### src/rtl/lcd_text_feeder.sv
// HD44780 byte source: power-up wait, init commands, then full 2x16 redraws of a
// host-written character buffer, offered to the pin driver over valid/ready.
module lcd_text_feeder #(
   parameter int POWERUP_CYCLES    = 750000,
   parameter int CLEAR_WAIT_CYCLES = 82000
) (
   input  logic       clk,
   input  logic       rst,
   input  logic       wr_en,
   input  logic [4:0] wr_addr,
   input  logic [7:0] wr_data,
   input  logic       refresh,
   output logic       busy,
   output logic [7:0] lcd_byte,
   output logic       lcd_rs,
   output logic       lcd_valid,
   input  logic       lcd_ready
);

   localparam int CNT_MAX = (POWERUP_CYCLES > CLEAR_WAIT_CYCLES) ? POWERUP_CYCLES : CLEAR_WAIT_CYCLES;
   localparam int CW      = $clog2(CNT_MAX + 1);

   localparam logic [2:0] S_POWERUP = 3'd0;
   localparam logic [2:0] S_INIT    = 3'd1;
   localparam logic [2:0] S_CLRWAIT = 3'd2;
   localparam logic [2:0] S_IDLE    = 3'd3;
   localparam logic [2:0] S_ADDR0   = 3'd4;
   localparam logic [2:0] S_LINE0   = 3'd5;
   localparam logic [2:0] S_ADDR1   = 3'd6;
   localparam logic [2:0] S_LINE1   = 3'd7;

   logic [2:0]    state_q, state_d;
   logic [CW-1:0] cnt_q, cnt_d;
   logic [4:0]    idx_q, idx_d;
   logic [7:0]    byte_q, byte_d;
   logic          rs_q, rs_d;
   logic          valid_q, valid_d;
   logic          busy_q, busy_d;
   logic          pending_q, pending_d;
   logic [7:0]    buf_q [32];

   logic          xfer;
   logic          start_redraw;

   function automatic logic [7:0] init_cmd(input logic [1:0] i);
      case (i)
         2'd0:    init_cmd = 8'h38;
         2'd1:    init_cmd = 8'h0C;
         2'd2:    init_cmd = 8'h06;
         default: init_cmd = 8'h01;
      endcase
   endfunction

   assign xfer = valid_q & lcd_ready;

   always_comb begin
      state_d      = state_q;
      cnt_d        = cnt_q;
      idx_d        = idx_q;
      byte_d       = byte_q;
      rs_d         = rs_q;
      valid_d      = valid_q;
      start_redraw = 1'b0;

      case (state_q)
         S_POWERUP: begin
            if (cnt_q == CW'(POWERUP_CYCLES)) begin
               state_d = S_INIT;
               cnt_d   = '0;
               idx_d   = 5'd0;
               byte_d  = init_cmd(2'd0);
               rs_d    = 1'b0;
               valid_d = 1'b1;
            end else begin
               cnt_d = cnt_q + CW'(1);
            end
         end
         S_INIT: begin
            if (xfer) begin
               if (idx_q == 5'd3) begin
                  state_d = S_CLRWAIT;
                  cnt_d   = '0;
                  valid_d = 1'b0;
               end else begin
                  idx_d  = idx_q + 5'd1;
                  byte_d = init_cmd(idx_d[1:0]);
               end
            end
         end
         S_CLRWAIT: begin
            // Leave one cycle early: the IDLE cycle completes the clear wait.
            if (int'(cnt_q) + 2 >= CLEAR_WAIT_CYCLES) begin
               state_d = S_IDLE;
               cnt_d   = '0;
            end else begin
               cnt_d = cnt_q + CW'(1);
            end
         end
         S_IDLE: begin
            if (pending_q) begin
               start_redraw = 1'b1;
               state_d      = S_ADDR0;
               byte_d       = 8'h80;
               rs_d         = 1'b0;
               valid_d      = 1'b1;
            end
         end
         S_ADDR0: begin
            if (xfer) begin
               state_d = S_LINE0;
               idx_d   = 5'd0;
               byte_d  = buf_q[0];
               rs_d    = 1'b1;
            end
         end
         S_LINE0: begin
            if (xfer) begin
               if (idx_q == 5'd15) begin
                  state_d = S_ADDR1;
                  byte_d  = 8'hC0;
                  rs_d    = 1'b0;
               end else begin
                  idx_d  = idx_q + 5'd1;
                  byte_d = buf_q[idx_d];
               end
            end
         end
         S_ADDR1: begin
            if (xfer) begin
               state_d = S_LINE1;
               idx_d   = 5'd16;
               byte_d  = buf_q[16];
               rs_d    = 1'b1;
            end
         end
         default: begin
            if (xfer) begin
               if (idx_q == 5'd31) begin
                  // A pending change chains straight into the next redraw without idling.
                  if (pending_q) begin
                     start_redraw = 1'b1;
                     state_d      = S_ADDR0;
                     byte_d       = 8'h80;
                     rs_d         = 1'b0;
                     valid_d      = 1'b1;
                  end else begin
                     state_d = S_IDLE;
                     valid_d = 1'b0;
                  end
               end else begin
                  idx_d  = idx_q + 5'd1;
                  byte_d = buf_q[idx_d];
               end
            end
         end
      endcase

      pending_d = wr_en | refresh | (pending_q & ~start_redraw);
      busy_d    = (state_d != S_IDLE);
   end

   always_ff @(posedge clk or posedge rst) begin
      if (rst) begin
         state_q   <= S_POWERUP;
         cnt_q     <= '0;
         idx_q     <= 5'd0;
         byte_q    <= 8'h00;
         rs_q      <= 1'b0;
         valid_q   <= 1'b0;
         busy_q    <= 1'b1;
         pending_q <= 1'b1;
      end else begin
         state_q   <= state_d;
         cnt_q     <= cnt_d;
         idx_q     <= idx_d;
         byte_q    <= byte_d;
         rs_q      <= rs_d;
         valid_q   <= valid_d;
         busy_q    <= busy_d;
         pending_q <= pending_d;
      end
   end

   // Loads above read the pre-write value when a write hits the same address.
   always_ff @(posedge clk or posedge rst) begin
      if (rst) begin
         for (int i = 0; i < 32; i++) begin
            buf_q[i] <= 8'h20;
         end
      end else if (wr_en) begin
         buf_q[wr_addr] <= wr_data;
      end
   end

   assign busy      = busy_q;
   assign lcd_byte  = byte_q;
   assign lcd_rs    = rs_q;
   assign lcd_valid = valid_q;

endmodule

### config.mk
export PLATFORM = sky130hd
export DESIGN_NAME = lcd_text_feeder
export DESIGN_NICKNAME = d
export VERILOG_FILES = /design/src/rtl/lcd_text_feeder.sv
export SDC_FILE = /design/constraint.sdc
export NUM_CORES = 1
export LEC_CHECK = 0
export BUFFER_PORTS_ARGS = -buffer_cell sky130_fd_sc_hd__buf_2
export CAP_MARGIN = 20
export CORE_AREA = 2 2 218 177
export CTS_BUF_LIST = sky130_fd_sc_hd__clkbuf_4 sky130_fd_sc_hd__clkbuf_8
export DETAILED_ROUTE_END_ITERATION = 8
export DIE_AREA = 0 0 220 179
export GPL_ROUTABILITY_DRIVEN = 0
export PLACE_DENSITY = 0.56
export REMOVE_ABC_BUFFERS = 1
export SYNTH_ARGS = -nofsm -noshare
export SYNTH_HDL_FRONTEND = slang
export SYNTH_SLANG_ARGS = --single-unit
### constraint.sdc
create_clock -name clk -period 10.6 [get_ports clk]
set_input_delay 1.59 -clock clk [delete_from_list [all_inputs] [get_ports clk]]
set_output_delay 1.59 -clock clk [all_outputs]
set_load 0.03 [all_outputs]
# After elaboration in Yosys (flattened, before gate mapping)
# Index checks and enable logic that the tools add are counted.
# word_totals
word_cells	166
mem_bits_rw	0
inputBits	18
out_inout_bits	11
ff_bits	296
memories	0
romBits	0
latch_bits	0
# op_classes
n_mux	65
n_div	0
n_lt_le_gt_ge	4
reduce_logical	18
bitwise_logic	11
n_addsub	3
shifts	0
eq_ne	25
multipliers	0
# ops
op	count
256-bit bitwise mux	1
8-bit 2-to-1 mux	13
20-bit 2-to-1 mux	4
20-bit case mux with 3 select lines	1
8-bit case mux with 7 select lines	1
5-bit 2-to-1 mux	9
8-bit binary-select mux with 5-bit select	1
8-bit demux with 5-bit select	1
3-bit 2-to-1 mux	12
5-bit case mux with 6 select lines	1
20-bit by 2-bit adder with 21-bit output (second input constant)	1
21-bit by 17-bit greater-or-equal comparator with 1-bit output (second input constant)	1
3-bit case mux with 7 select lines	1
20-bit by 1-bit adder with 20-bit output (second input constant)	1
20-bit == test (second input constant)	1
2-bit != test (second input constant)	10
6-bit case mux with 3 select lines	1
1-bit 2-to-1 mux	16
7-bit AND reduction	2
6-bit greater-or-equal comparator (second input constant)	2
5-bit NOT with 6-bit output	2
10-bit AND reduction	1
3-bit == test (second input constant)	3
8-bit AND reduction	1
29 further kinds	39

# Longest topological paths before layout
# Gate-level depths: netlist of the first run.
# logic_depth
word_depth	8
depth_mapped	13
ltp_nobuf	10

# Worst setup path before layout of the first run
# OpenSTA, ideal clock, no wires.
# synth_path
kind	register to register
start	reg idx_q[0]
end	reg byte_q[0] (netlist: lcd_byte[0])
path_stages_with_launch	13
setup_ns	0.121
path_buffers	5
arrival_time_ns	3.548
required_ns	10.479
synth_period_minus_slack_ns	3.669
slack_ns	6.931
path_cell_list	dfrtp_1 -> clkbuf_1 -> buf_2 -> buf_2 -> inv_1 -> ha_1 -> clkbuf_1 -> clkbuf_1 -> mux4_2 -> mux4_2 -> mux2i_1 -> o221ai_1 -> a22o_1
# synth_between
elab_chain_len	8
word_cells_on_any_way	21
classes_between	1 x add/sub; 6 x eq/ne; 11 x mux; 1 x bitwise; 2 x reduce/logical
# synth_rtl
element	line	text
start: declaration	34	logic [4:0] idx_q, idx_d;
start signal: assignment	175	idx_q <= idx_d;
5-bit by 1-bit adder with 5-bit output	85, 123, 151	
5-bit NOT with 6-bit output (implied by the code)	124, 152	
8-bit binary-select mux with 5-bit select	124, 152	
8-bit 2-to-1 mux (implied by the code) (2 in series)	124, 152	
8-bit 2-to-1 mux, on equally long branches	138, 118	
8-bit 2-to-1 mux, on equally long branches	137, 117	
8-bit case mux with 7 select lines	65	case (state_q)
end signal: assignment	176	byte_q <= byte_d;
end: declaration	35	logic [7:0] byte_q, byte_d;
# Parallel ways exist; a longest one is shown, timed or not. The select of a mux whose other input is x is not followed.
# A chain may end at the register's enable or synchronous reset.

# Worst setup path in the final report of the first run
# layout_path
start	reg idx_q[0]
end	reg byte_q[5] (netlist: lcd_byte[5])
# The elaborated chain is that of the path after synthesis.

==> key figures, run 1 <==
GRT
  • Vias in the first global route: approximately 9400
  • Overall routing resource usage: between 15 and 20%
  • M3 GR Usage: around 4.2%
  • Largest net degree at the start of global routing: between 150 and 200
  • Met1 capacity usage during global routing: between 20% and 30%
  • GR Util met2: approximately 28%
  • Initial antenna violation count: 4
  • First-pass GRT wire length: 57880 um
  • Most used routing layer in global routing: met1
  • Grt ovf: 0

Critical path
  • Reg2Reg Depth: 8
  • Critical path endpoint: lcd_byte[5]
  • Arrival time at the worst endpoint: about 4500 ps
  • Crit path kind: reg2reg
  • WP data required: between 10000 and 15000 ps
  • Worst setup SP type: flip-flop
  • Worst Setup SP: idx_q[0]
  • FF-to-FF End: lcd_byte[5]
  • FF-to-FF Start: idx_q[0]
  • CP Max Fanout: 67
  • Flop-to-flop setup slack: between 6000 and 7000 ps
  • CP Capture Type: flip-flop

Finish
  • Final Util: between 40% and 50%
  • Final instance area: roughly 0.016 mm^2
  • Nets@finish: about 1100
  • Layout cells sized above 1: 46.27%
  • Layout area overhead: 11.28%
  • Filler Cells Inserted: roughly 3400

Timing
  • Max frequency: roughly 250 MHz
  • Max-slew violations: 0
  • Setup Skew: 21.04 ps
  • Min Tclk post-route: approximately 4000 ps
  • RSZ-0062 raised after global routing: false
  • Rel. slew slack: roughly 24%
  • Hold Vio Cnt, Final: 0
  • Worst-margin pin slew: between 1000 and 1500 ps
  • Final worst path period share: between 30% and 40%
  • Setup TNS Final: 0 ps
  • Final setup vio count: 0

Pwr
  • P_leak: about 6.9 nW
  • PwrDens: 179.0 mW/mm^2
  • Clock Power Share: between 30% and 40%
  • Internal power: 2.232 mW
  • Sw Ratio: about a quarter
  • Max VDD drop: about 0.08 mV
  • Seq pwr share: between 40% and 50%
  • Gate power share: approximately an eighth
  • Sw Pwr: 705.2 uW

Clock tree
  • CTS buffer count: 50
  • Post-CTS setup repair buffer count: 0
  • CTS root buf: clkbuf_8
  • Htree depth: 2
  • Worst-skew pair later-pin latency: just under 600 ps
  • CTS Buffer Depth: 3
  • Clk pin slew, worst setup/hold paths: 70 ps
  • Post-CTS Resized: 0
  • Hold buffers post-CTS: 0
  • CTS tree: built
  • Clock Sinks: roughly 300

Min path
  • HP Class: reg2reg

Synthesis
  • Mapped Avg Cell Area: around 14 um^2
  • Post-synthesis async set-or-reset flop share: 100.0%
  • Synth Instances: roughly 1100
  • Synth Register Bits: roughly 300
  • Number of enable flip-flop cells after synthesis: 0
  • Top_reg_cell synth: dfrtp_1
  • Sequential fraction of the synthesis area: 50.53%
  • Count of cell types in the netlist: 65
  • Area of the mapped netlist: 0.01474 mm^2
  • Synth warnings: 0

Place
  • Port Buffers: 28
  • Area after DPL: around 0.015 mm^2
  • Dpl hpwl: around 23000 um

Die
  • Die area: approximately 0.039 mm^2
  • Ports: 29
  • Floorplan row count: 64
  • Die height: around 180 um
  • Die width: about 220 um
  • Core area: roughly 0.037 mm^2
  • Initial Util: about two fifths

Outcome
  • Outcome: completed

Drt
  • DR vias/cell: 5.641
  • Wire length per cell: roughly 23 um
  • DRC violations left: 0
  • First drt pass iteration count: 6
  • DR vias: a little over 9000
  • Remaining antenna violation count: 0
  • Initial DRC count: 819
  • Final wirelength: about 37000 um

Flow run
  • Max Cap Viol: 0
## registers in the layout, summed over array words and instances (netlist names)
register	count
buf_q	256
cnt_q	20
lcd_byte	8
idx_q	5
state_q	3
busy	1
lcd_rs	1
lcd_valid	1
pending_q	1
## power groups by stage
stage	Sequential [mW]	Clock (mW)	Combinational (mW)
2_1_floorplan	1.42	0	0.298
3_3_place_gp	1.45	0	0.371
3_5_place_dp	1.45	0	0.383
4_1_cts	1.44	1.15	0.384
5_1_grt	1.46	1.21	0.411
6_report	1.44	1.12	0.380
## layout by cell type, fill, tap and decap left out, types with 5 or more instances in the layout
cell type    n
a211oi_1     5
a21oi_1     10
a22o_1       6
a31oi_1      7
and2_1       6
and3_1       7
buf_2       28
buf_4        6
clkbuf_4    26
clkbuf_8    64
dfrtp_1    261
dfstp_2     34
ha_1         9
inv_1       11
mux2_2     258
mux2i_1     18
mux4_2      78
nand2_1     56
nand3_1     18
nand3b_1     6
nand4_1     11
nor2_1      59
nor3_1      10
o21ai_0     28
o221ai_1     5
or2_2        5
xnor2_1     11
xor2_1      10
## per-layer routing
layer  share of wire [%]  wire length [um]
met5               0.036                13
met4                 1.3               461
met3                 5.8              2132
met2                  43             15690
met1                  50             18240
## synth_stat cells, drive strengths merged (3+ instances only)
library cell	instances	area share [%]
o22ai	4	0.17
nand2	56	1.4
o2111ai	3	0.18
mux2	258	20
nand4	11	0.47
a22o	6	0.36
buf	17	0.57
clkbuf	63	1.6
dfstp	34	6.1
xor2	11	0.65
nand3	18	0.61
xnor2	12	0.71
nand3b	6	0.31
and3	7	0.30
ha	10	0.85
a21oi	12	0.51
mux2i	18	1.2
o221ai	5	0.30
or3	4	0.20
o21ai	28	0.95
and2	6	0.25
mux4	80	12
nand2b	4	0.17
a41oi	3	0.18
dfrtp	262	44
and4	4	0.27
inv	12	0.31
nor3	10	0.34
or2	5	0.21
nor2	59	1.5
a31oi	7	0.30
a211oi	5	0.25
nor4	5	0.25
o31ai	4	0.33
nor3b	4	0.20
## worst min path at each step
stage                     from         end  slack [ps]  cells after the start
detailed placement  buf_q[244]  buf_q[244]         490                      1
finish              buf_q[242]  buf_q[242]         500                      1
global route        buf_q[176]  buf_q[176]         510                      1
floorplan           buf_q[112]  buf_q[112]         470                      1
global placement    buf_q[240]  buf_q[240]         480                      1
CTS                 buf_q[151]  buf_q[151]         500                      1
## logic make-up after synthesis
logic type                 share of synthesized area [%]
and+or+nand+nor                                    7.053
xor gates and xnor gates                           1.366
buffers and inverters                              2.512
DFF                                                50.53
muxes                                              33.20
AOI/OAI and AO/OA                                  4.490
adders and majority gates                         0.8487
## stage by stage
stage	instances	power (mW)	setup slack (ps)	hold WS [ps]
after floorplan	998	1.714	890.4	473.9
after global placement	1528	1.823	6671	482.3
after detailed placement	1528	1.837	6640	489.0
after CTS	1621	2.972	6578	502.9
after global routing	1621	3.082	6374	511.9
final	1622	2.937	6621	500.7
## critical path, stage by stage (launching register included)
cell and delay [ps]:
dfrtp_4 840, inv_1 200, ha_4 1060, mux4_2 610, mux4_1 490, mux2i_1 210
o2111ai_1 140, o21ai_0 190, nand2_1 70
## layout make-up
| cell class | count | area [um^2] | share of cell area [%] |
|---|---|---|---|
| Antenna cell | 1 | 2.502 | 0.01525 |
| Clock buffer | 90 | 1076 | 6.559 |
| Clock inverter | 3 | 42.54 | 0.2593 |
| Inverter | 13 | 56.30 | 0.3432 |
| Multi-Input combinational cell | 689 | 6950 | 42.37 |
| Sequential cell | 296 | 7453 | 45.43 |
| Tap cell | 495 | 619.3 | 3.775 |
| Timing Repair Buffer | 35 | 205.2 | 1.251 |
Note: power is estimated with default switching activity, not from simulation.
==> inputs of run 2 (changes only) <==
- clock period: 10.6 -> 3.84 ns (I/O delays scaled with it)
==> key figures, run 2 (synthesis results as in run 1) <==
Clock tree
  • CTS tree: built
  • Htree depth: 2
  • Post-CTS setup repair buffer count: 0
  • Worst-skew pair later-pin latency: approximately 600 ps
  • CTS buffer count: 50
  • CTS root buf: clkbuf_8
  • Clock Sinks: between 200 and 300
  • Post-CTS Resized: 0
  • Hold buffers post-CTS: 0
  • Clk pin slew, worst setup/hold paths: around 60 ps
  • CTS Buffer Depth: 3

Die
  • Core area: roughly 0.037 mm^2
  • Initial Util: slightly below 40%
  • Die area: slightly below 0.04 mm^2
  • Floorplan row count: 64
  • Ports: 29
  • Die width: 220 um
  • Die height: 179 um

Drt
  • Final wirelength: around 38000 um
  • Initial DRC count: ~770
  • Met1 wire length: about 19000 um
  • DRC violations left: 0
  • WL met2: roughly 16000 um
  • DR vias: roughly 9300
  • First drt pass iteration count: 6
  • Highest routed layer: met5
  • Met3 routed WL: approximately 2500 um
  • Wire length per cell: 22.94 um
  • Remaining antenna violation count: 0
  • DR vias/cell: 5.648

Flow run
  • Max Cap Viol: 0

Pwr
  • Total power: a little over 8 mW
  • Internal power: ~6.1 mW
  • Seq pwr share: between 40 and 50%
  • P_leak: slightly above 7 nW
  • Clock Power Share: 37.8%
  • PwrDens: slightly below 500 mW/mm^2
  • Max VDD drop: 0.2057 mV
  • Sw Pwr: about 2.0 mW
  • Gate power share: around an eighth
  • Sw Ratio: between 20% and 30%

Finish
  • Most frequent cells in the layout: dfrtp_1 (261), mux2_2 (258), mux4_2 (78)
  • Filler Cells Inserted: between 3000 and 4000
  • Most common cell after layout, fill and taps aside: dfrtp_1
  • Nets@finish: between 1000 and 1500
  • Layout cells sized above 1: between 40% and 50%
  • Reg with most FFs: buf_q
  • Multi-input gate area: ~0.007 mm^2
  • Max reg flops: between 200 and 300
  • Register area: approximately 0.0075 mm^2
  • Final Util: between 40% and 50%
  • Layout area overhead: 12.31%

GRT
  • Initial antenna violation count: 2
  • Largest net degree at the start of global routing: 98
  • Vias in the first global route: 9558
  • Grt ovf: 0
  • First-pass GRT wire length: approximately 60000 um
  • Overall routing resource usage: between 20% and 30%

Timing
  • Setup Skew: approximately 40 ps
  • Setup WS post-layout: 730.7 ps
  • Final worst path period share: approximately 81%
  • Max-slew violations: 0
  • RSZ-0062 raised after global routing: false
  • Worst hold slack: about 110 ps
  • Worst-margin pin slew: 1038 ps
  • Final setup vio count: 0
  • Hold Vio Cnt, Final: 0
  • Rel. slew slack: 30.55%
  • Max frequency: 321.6 MHz
  • Min Tclk post-route: 3109 ps

Place
  • Port Buffers: 28
  • Pre-CTS WS: 711.4 ps
  • Dpl hpwl: 24230 um

Critical path
  • Reg2Reg Depth: 9
  • Arrival time at the worst endpoint: ~3600 ps
  • CP Capture Type: flip-flop
  • CP Max Fanout: 15
  • Crit path kind: reg2reg
  • Worst setup SP type: flip-flop
  • WP data required: around 4300 ps
  • Max incr delay on CP: between 500 and 600 ps
  • Critical path cell sequence: ha_1, and4_4, and4_4, or3_1, a221o_1, o2bb2ai_2, o31ai_2, a21oi_2, nor2_1
  • Slowest CP cell: a21oi_2
  • CP most frequent cell: and4_4

Outcome
  • Outcome: completed

Min path
  • HP Class: in2async
[run 2: cell count changes in the layout (fill, tap and decap cells not counted), sizes merged]
cell,change
buf,+18
clkbuf,-3
clkinv,+2
[run 2: power groups by stage]
stage                     Combinational (mW)  Clock (mW)  Sequential, mW
after floorplan                        0.822           0            3.91
after global placement                  1.04           0            4.00
after detailed placement                1.07           0            4.01
after CTS                               1.07        3.14            3.96
after global routing                    1.16        3.29            4.03
final                                   1.07        3.05            3.96
[run 2: final cells by class]
class | count | area share (%)
Inverter | 13 | 0.3401
Clock buffer | 87 | 6.287
Antenna cell | 1 | 0.01511
Multi-Input combinational cell | 689 | 41.98
Clock inverter | 5 | 0.3174
Sequential cell | 296 | 45.02
Tap cell | 495 | 3.741
Timing Repair Buffer | 53 | 2.305
[run 2: layer usage]
layer	GRT usage (%)	vias up
li1	-	4084
met1	30.51	4858
met2	29.04	257
met3	4.987	56
met4	4.642	2
met5	0	-
[run 2: through the flow]
stage          setup TNS, ps  area [um^2]  std cells
2_1_floorplan       -1401500        14420        998
3_3_place_gp               0        15450       1545
3_5_place_dp               0        15450       1545
4_1_cts                    0        16540       1637
5_1_grt                    0        16550       1638
6_report                   0        16560       1639
[run 2: critical path: cells and delay by family, from the launching register on]
kind | cells | cell delay [ps]
AO/OA/AOI/OAI | 4 | 1320
adder cells (fa/ha/maj) | 1 | 310
flip-flops | 1 | 450
AND/OR/NAND/NOR | 4 | 880
[run 2: worst paths after layout]
| kind | endpoint | slack [ps] | startpoint |
|---|---|---|---|
| max in group asynchronous | buf_q[253] | 2800 | rst |
| max | cnt_q[19] | 730 | cnt_q[1] |
| min reg2reg | buf_q[18] | 500 | buf_q[18] |
| max reg2reg | cnt_q[19] | 730 | cnt_q[1] |
| min | buf_q[135] | 110 | rst |
| min in group clk | pending_q | 310 | refresh |
